--- src/rtl/avg_sched.sv ---
// avg_sched: four-channel 8-sample moving averager sharing one adder under a round-robin scheduler
module avg_sched #(
    parameter int NCH   = 4,
    parameter int WIDTH = 8
) (
    input  logic                 clk,
    input  logic                 rs_n,
    input  logic                 clr,
    input  logic [NCH-1:0]       req_valid,
    input  logic [NCH*WIDTH-1:0] req_data,
    output logic [NCH-1:0]       req_ready,
    output logic                 out_valid,
    output logic [1:0]           out_ch,
    output logic [WIDTH-1:0]     out_avg,
    input  logic                 out_ready,
    output logic                 busy
);
    localparam int SW = WIDTH + 3;

    typedef enum logic [1:0] {ARB, CALC, OUT} state_t;

    state_t           state_q, state_d;
    logic [1:0]       rr_ptr_q, rr_ptr_d;
    logic [1:0]       ch_q, ch_d;
    logic [WIDTH-1:0] data_q, data_d;
    logic [WIDTH-1:0] hist_q [NCH][8];
    logic [WIDTH-1:0] hist_d [NCH][8];
    logic [2:0]       wp_q [NCH];
    logic [2:0]       wp_d [NCH];
    logic [SW-1:0]    sum_q [NCH];
    logic [SW-1:0]    sum_d [NCH];
    logic             out_valid_q, out_valid_d;
    logic [1:0]       out_ch_q, out_ch_d;
    logic [WIDTH-1:0] out_avg_q, out_avg_d;
    logic [WIDTH-1:0] req_vec [NCH];
    logic [1:0]       win;
    logic             win_vld;
    logic [SW-1:0]    new_sum;

    for (genvar g = 0; g < NCH; g++) begin : g_slice
        assign req_vec[g] = req_data[g*WIDTH +: WIDTH];
    end

    // Round-robin search: lowest offset from rr_ptr with a valid request wins
    always_comb begin
        win     = rr_ptr_q;
        win_vld = 1'b0;
        for (int k = NCH - 1; k >= 0; k--) begin
            if (req_valid[rr_ptr_q + 2'(k)]) begin
                win     = rr_ptr_q + 2'(k);
                win_vld = 1'b1;
            end
        end
    end

    // The oldest entry leaves the window as the new sample enters
    assign new_sum = sum_q[ch_q] + SW'(data_q) - SW'(hist_q[ch_q][wp_q[ch_q]]);

    assign req_ready = (rs_n && !clr && state_q == ARB && win_vld) ? NCH'(1) << win : '0;
    assign out_valid = out_valid_q;
    assign out_ch    = out_ch_q;
    assign out_avg   = out_avg_q;
    assign busy      = state_q != ARB;

    // Next-state and datapath update for the shared averaging engine
    always_comb begin
        state_d     = state_q;
        rr_ptr_d    = rr_ptr_q;
        ch_d        = ch_q;
        data_d      = data_q;
        hist_d      = hist_q;
        wp_d        = wp_q;
        sum_d       = sum_q;
        out_valid_d = out_valid_q;
        out_ch_d    = out_ch_q;
        out_avg_d   = out_avg_q;
        if (clr) begin
            state_d     = ARB;
            rr_ptr_d    = '0;
            hist_d      = '{default: '0};
            wp_d        = '{default: '0};
            sum_d       = '{default: '0};
            out_valid_d = 1'b0;
        end else begin
            case (state_q)
                ARB: begin
                    if (win_vld) begin
                        ch_d    = win;
                        data_d  = req_vec[win];
                        state_d = CALC;
                    end
                end
                CALC: begin
                    sum_d[ch_q]              = new_sum;
                    hist_d[ch_q][wp_q[ch_q]] = data_q;
                    wp_d[ch_q]               = wp_q[ch_q] + 3'd1;
                    out_avg_d                = new_sum[SW-1:3];
                    out_ch_d                 = ch_q;
                    out_valid_d              = 1'b1;
                    state_d                  = OUT;
                end
                OUT: begin
                    if (out_ready) begin
                        out_valid_d = 1'b0;
                        rr_ptr_d    = ch_q + 2'd1;
                        state_d     = ARB;
                    end
                end
                default: state_d = ARB;
            endcase
        end
    end

    // All state registers, cleared asynchronously by rs_n
    always_ff @(posedge clk or negedge rs_n) begin
        if (!rs_n) begin
            state_q     <= ARB;
            rr_ptr_q    <= '0;
            ch_q        <= '0;
            data_q      <= '0;
            hist_q      <= '{default: '0};
            wp_q        <= '{default: '0};
            sum_q       <= '{default: '0};
            out_valid_q <= 1'b0;
            out_ch_q    <= '0;
            out_avg_q   <= '0;
        end else begin
            state_q     <= state_d;
            rr_ptr_q    <= rr_ptr_d;
            ch_q        <= ch_d;
            data_q      <= data_d;
            hist_q      <= hist_d;
            wp_q        <= wp_d;
            sum_q       <= sum_d;
            out_valid_q <= out_valid_d;
            out_ch_q    <= out_ch_d;
            out_avg_q   <= out_avg_d;
        end
    end
endmodule
--- config.mk ---
export PLATFORM = sky130hd
export DESIGN_NAME = avg_sched
export DESIGN_NICKNAME = d
export VERILOG_FILES = /design/src/rtl/avg_sched.sv
export SDC_FILE = /design/constraint.sdc
export NUM_CORES = 1
export LEC_CHECK = 0
export ABC_AREA = 1
export BUFFER_PORTS_ARGS = -buffer_cell sky130_fd_sc_hd__buf_2
export CAP_MARGIN = 30
export CORE_UTILIZATION = 45
export CTS_CLUSTER_DIAMETER = 120
export DETAILED_ROUTE_END_ITERATION = 12
export GPL_TIMING_DRIVEN = 0
export PLACE_DENSITY = 0.69
export SLEW_MARGIN = 10
export SYNTH_ARGS = -nofsm -noshare
export SYNTH_HDL_FRONTEND = slang
export SYNTH_SLANG_ARGS = --single-unit
--- constraint.sdc ---
create_clock -name clk -period 4.16 [get_ports clk]
set_clock_uncertainty 0.2 [all_clocks]
set_input_delay 0.416 -clock clk [delete_from_list [all_inputs] [get_ports clk]]
set_output_delay 0.416 -clock clk [all_outputs]
set_load 0.03 [all_outputs]
Word level (Yosys, flattened, before mapping)
Cells that the tools add are included.

Register bits after elaboration: 337. Logic and storage cells: 148. Input bits: 40. Output and inout bits: 16.

Multiplexer cells: 59. Magnitude comparators: 9. Add/subtract/negate cells: 7. Reduce and logical (&&, ||, !) cells: 17. Bitwise gates (word level): 4. Shifts and indexed selects: 1. Eq/ne operators: 4.

Operators with widths (count): 256-bit 2-to-1 mux (2); 256-bit bitwise mux (1); 64-bit 2-to-1 mux (3); 64-bit binary-select mux with 2-bit select (1); 64-bit demux with 2-bit select (1); 44-bit 2-to-1 mux (2); 44-bit bitwise mux (1); 8-bit 2-to-1 mux (5); 11-bit 2-to-1 mux (3); 8-bit binary-select mux with 3-bit select (1); 8-bit demux with 3-bit select (1); 12-bit 2-to-1 mux (2); 11-bit binary-select mux with 2-bit select (1); 11-bit demux with 2-bit select (1); 2-bit 2-to-1 mux (10); 8-bit binary-select mux with 2-bit select (1); 12-bit bitwise mux (1); 2-bit by 3-bit < comparator with 1-bit output, second input constant (4); 11-bit by 8-bit adder with 11-bit output (1); 11-bit by 8-bit subtractor with 11-bit output (1); 1-bit 2-to-1 mux (10); 3-bit 2-to-1 mux (3); 1-bit binary-select mux with 2-bit select (4); 2-bit AND reduction (4); other kinds (25) (37).

Logic depth before layout (Yosys ltp)
Depth in word-level cells: 14. Gate-level depth with buffers: 28. Depth with buffers taken out: 26.

Least setup slack after synthesis
No wires, ideal clock.

Path kind: register -> register. From: reg ch_q[0]. To: reg sum_q[9] in the netlist's numbering. Setup time: 127 ps. Path buffers: 4. Required time: 3833 ps. Data arrival time: 3391 ps. Period minus slack after synthesis: 3717 ps. Stages on the path, launching flop included: 21. Setup slack: 443 ps. Cells stage by stage: dfrtp_1 buf_6 buf_6 buf_2 clkbuf_1 a21oi_1 o21ai_0 o21ai_0 a22oi_1 nand4_1 fa_1 inv_1 ha_1 nand2_1 a21oi_1 or2_2 nand2_1 nand3_1 or2_2 nand3_1 o21ai_0.

Cells in the longest elaborated chain, start to end: 12. Elaborated cells on any way between the ends: 24. Those cells by class: add/sub: 2; order compare: 2; mux: 17; bitwise: 2; reduce/logical: 1.

Ends and longest elaborated chain: from (decl) (line 24) `logic [1:0] ch_q, ch_d;`; from (signal assigned) (line 130) `ch_q <= ch_d;`; 2-bit NOT with 3-bit output (not written as such) * (line 57, 94); parallel branches: the longest is 8 deep, another holds 11-bit by 8-bit adder with 11-bit output; 44-bit bitwise mux * (line 94) `sum_d[ch_q] = new_sum;`; 44-bit 2-to-1 mux * (line 85) `case (state_q)`; 44-bit 2-to-1 mux * (line 77) `if (clr) begin`; to (signal assigned) (line 134) `sum_q <= sum_d;`; to (decl) (line 30) `logic [SW-1:0] sum_q [NCH];`.

Mark *: on every way between the ends. The select of a mux whose other input is x is not followed. A chain may end at the register's enable or synchronous reset.

Worst setup path after layout
From: reg ch_q[0]. To: reg out_avg_q[7], in the netlist out_avg[7].

Cells in the longest elaborated chain, start to end: 9. Elaborated cells on any way between the ends: 16. Those cells by class: add/sub: 2; mux: 12; bitwise: 2.

Ends and longest elaborated chain: 2-bit NOT with 3-bit output (not written as such) * (line 57) `assign new_sum = sum_q[ch_q] + SW'(data_q) - SW'(hist_q[ch_q][wp_q[ch_q]]);`; parallel branches: the longest is 7 deep, another holds 11-bit by 8-bit adder with 11-bit output; 11-bit by 8-bit subtractor with 11-bit output * (line 57); to (signal assigned) (line 137) `out_avg_q <= out_avg_d;`; to (decl) (line 34) `logic [WIDTH-1:0] out_avg_q, out_avg_d;`.

Marked as above.

==> summary.md <==
| Metric | Value |
|---|---|
| Clk slew on worst S/H paths | `0.06 ns` |
| Most frequent cells in the layout | `dfrtp_1 (336), nand2_1 (323), o21ai_0 (256), inv_1 (195), nand3_1 (158)` |
| Placed Instances | `2611` |
| Largest net degree at the start of global routing | `104` |
| P&R area growth vs syn | `19.8%` |
| Switch share | `0.427` |
| Worst path max stage delay | `0.46 ns` |
| FP Rows | `71` |
| Clock Path Buffers | `3` |
| Flop pwr share | `0.272` |
| Crit share post-route | `0.993` |
| Internal Power | `7.62 mW` |
| Ant. Diodes | `0` |
| Proportion of layout cells with a drive suffix above 1 | `0.192` |
| Worst slew pin tran | `1.07 ns` |
| Netlist cell types | `47` |
| Power share of the combinational group | `0.473` |
| Leakage power | `9.13 nW` |
| Cell chain of the critical path | `buf_12 > clkbuf_16 > clkbuf_2 > o21ai_1 > o21ai_1 > a22oi_2 > nand4_1 > ha_1 > inv_1 > ha_4 > fa_2 > nand3_2 > nand2_2 > nand4_1 > nand2_1 > nand2_1 > nand2_1 > nand2_2 > nand3_4 > nand3_2 > nand2_1` |
| Post-synth EDFFs | `0` |
| Port Buffers | `55` |
| FF+latch count, synth | `337` |
| Initial drt markers | `1962` |
| Core Util, Final | `0.547` |
| Layout Nets | `2231` |
| Worst r2r src | `ch_q[0]` |
| H-tree depth | `2` |
| Design Power | `13.3 mW` |
| First-pass GRT wire length | `94200 um` |
| WL final | `63200 um` |
| Mapped Nets | `2099` |
| Crit-path slowest cell | `dfrtp_2` |
| Sink Count | `337` |
| Post-route cell area | `20500 um^2` |
| Worst Min Path Start | `req_data[22]` |
| Place WS | `-0.887 ns` |
| CTS root buf | `clkbuf_16` |
| Critical path type | `register to register` |
| Worst Path Required | `4.40 ns` |
| Post-route setup slack | `0.0302 ns` |
| Worst skew pair latency | `0.55 ns` |
| Crit. End Element | `register` |
| Die Ht | `197 um` |
| Die W | `197 um` |
| Most common cell after layout, fill and taps aside | `dfrtp_1` |
| Peak supply drop | `0.692 mV` |
| Max Cap Viol | `0` |
| Critical Path Source | `ch_q[0]` |
| Number of global-route vias before repair | `15200` |
| Post-synth ARST share | `1.00` |
| Rel. slew slack | `0.285` |
| WP data arrival | `4.37 ns` |
| Cell count after synthesis | `2035` |
| Initial antenna violation count | `0` |
| Final Wtd Congestion | `1.04` |
| Post-synthesis sequential area ratio | `0.492` |
| Slew Viols, Final | `0` |
| Antenna-violating nets left | `0` |
| Unrepaired setup endpoints after global routing | `true` |
| Vias per std cell | `5.99` |
| Startpoint Class | `register` |
| Max frequency | `242 MHz` |
| GRT Overall Usage | `0.327` |
| Mapped Area | `17200 um^2` |
| TritonCTS buffer count | `37` |
| Synth warnings | `0` |
| Max FO, Critical Path | `10` |
| Gr ovfl total | `0` |
| Top_reg_cell synth | `dfrtp_1` |
| Most common cell on crit path | `nand2_1` |
| Die area | `38900 um^2` |
| TritonCTS clock tree | `done` |
| PwrDens | `647 nW/um^2` |
| Drt first pass iters | `7` |
| Hold Crit Class | `primary input to register` |
| Detailed placement HPWL | `44100 um` |
| Min Tclk post-route | `4.13 ns` |
| Setup violators final | `0` |
| Placed cell areas | `18300 um^2` |
| Initial Util | `0.456` |
| Wire per inst | `23.4 um` |
| Drc violations | `0` |
| Io pins | `56` |
| Final Hold Viols | `0` |
| Status | `completed` |
| Vias | `16200` |
| NetSw | `5.68 mW` |
| Post-route insts no fill | `2704` |
| Core area | `37600 um^2` |
| Clock share of power | `0.254` |
| Avg Cell Area, Syn | `8.43 um^2` |
kinds of logic (layout without fill, tap and decap cells):
kind of cell | after synthesis | after routing | share of synthesized area
AOI/OAI and AO/OA | 664 | 664 | 0.210
and+or+nand+nor | 671 | 671 | 0.190
xor gates and xnor gates | 6 | 6 | 0.00306
DFF | 337 | 337 | 0.492
buffers and inverters | 333 | 491 | 0.0848
adders and majority gates | 24 | 24 | 0.0210
worst max-delay path: cells and delay by family (launching register included):
kind	cells	cell delay (ns)
AOI/OAI and AO/OA	3	0.63
and+or+nand+nor	11	1.19
buffers and inverters	4	0.64
adders and majority gates	3	0.92
DFF	1	0.46
layer usage:
| layer | share of wire | wire length [um] | vias up | GRT usage |
|---|---|---|---|---|
| met5 | 0 | 0 | - | 0 |
| met4 | 0.061 | 3850 | 0 | 0.179 |
| met3 | 0.11 | 7010 | 229 | 0.0680 |
| met2 | 0.44 | 27600 | 1017 | 0.491 |
| met1 | 0.39 | 24800 | 7784 | 0.441 |
| li1 | - | - | 7167 | - |
synth_stat cells, types with 3 or more instances:
master    instances  area share
o21ai_0         348        0.10
dfrtp_1         337        0.49
nand2_1         336       0.074
inv_1           199       0.044
nand3_1         163       0.048
a21oi_1         133       0.039
o22ai_1         100       0.036
nor2_1           79       0.017
clkbuf_1         54       0.012
o21ai_1          48       0.014
buf_2            27      0.0079
nand2_2          21      0.0077
nand3_2          20       0.012
buf_1            18      0.0039
ha_1             16       0.012
a22oi_1          14      0.0061
buf_6            14      0.0092
nand2_4          10      0.0066
nand4_1           9      0.0033
nor2_4            9      0.0059
fa_1              8      0.0093
inv_2             8      0.0018
buf_4             6      0.0026
nand3_4           6      0.0061
nor3_1            6      0.0018
o21ai_2           5      0.0026
nor2_2            4      0.0015
nor2_8            4      0.0047
xor2_1            4      0.0020
o21ai_4           3      0.0028
final timing paths:
path / to / slack (ns) / cells past startpoint
min in group asynchronous: hist_q[179] / 0.15 / 2
max in group asynchronous: sum_q[34] / 2.29 / 4
setup / recovery: out_avg[7] / 0.03 / 21
hold / removal: data_q[6] / 0.11 / 7
setup reg to reg: out_avg[7] / 0.03 / 21
hold reg to reg: out_avg[3] / 0.28 / 2
flip-flops by register name, summed over array words and instances, names as in the netlist:
signal / flops
out_avg: 8
ch_q: 2
rr_ptr_q: 2
state_q: 2
out_ch: 2
wp_q: 12
data_q: 8
hist_q: 256
out_valid: 1
sum_q: 44
power groups by stage:
stage	Clock (mW)	Sequential, mW	Combinational (mW)
2_1_floorplan	0	3.73	3.16
3_3_place_gp	0	3.66	4.84
3_5_place_dp	0	3.67	4.92
4_1_cts	3.40	3.61	5.43
5_1_grt	3.54	3.64	6.70
6_report	3.38	3.62	6.29
per-stage QoR:
stage	hold WS (ns)	TNS, ns
6_report	0.108	0
5_1_grt	0.163	-0.272
4_1_cts	0.0998	0
3_5_place_dp	0.119	-92.85
3_3_place_gp	0.259	-1450.80
2_1_floorplan	-0.0796	0
layout make-up:
| cell class | count | area [um^2] |
|---|---|---|
| plain buffers | 119 | 858 |
| clock buffers | 55 | 1100 |
| clock inverters | 10 | 131 |
| fillers | 3450 | 17000 |
| inverters | 213 | 843 |
| multi-input cells | 1365 | 7760 |
| flip-flops and latches | 337 | 8430 |
| well taps | 511 | 639 |
| repair buffers | 94 | 791 |
what timing repair did:
action	CTS	global route
cloned	1	4
hold buffers	2	0
endpoints found under the setup margin	152	51
setup buffers	6	14
gates resized for setup	160	162
pin swaps	20	23
endpoints found under the hold margin	61	0
(Power assumes the default switching activity.)
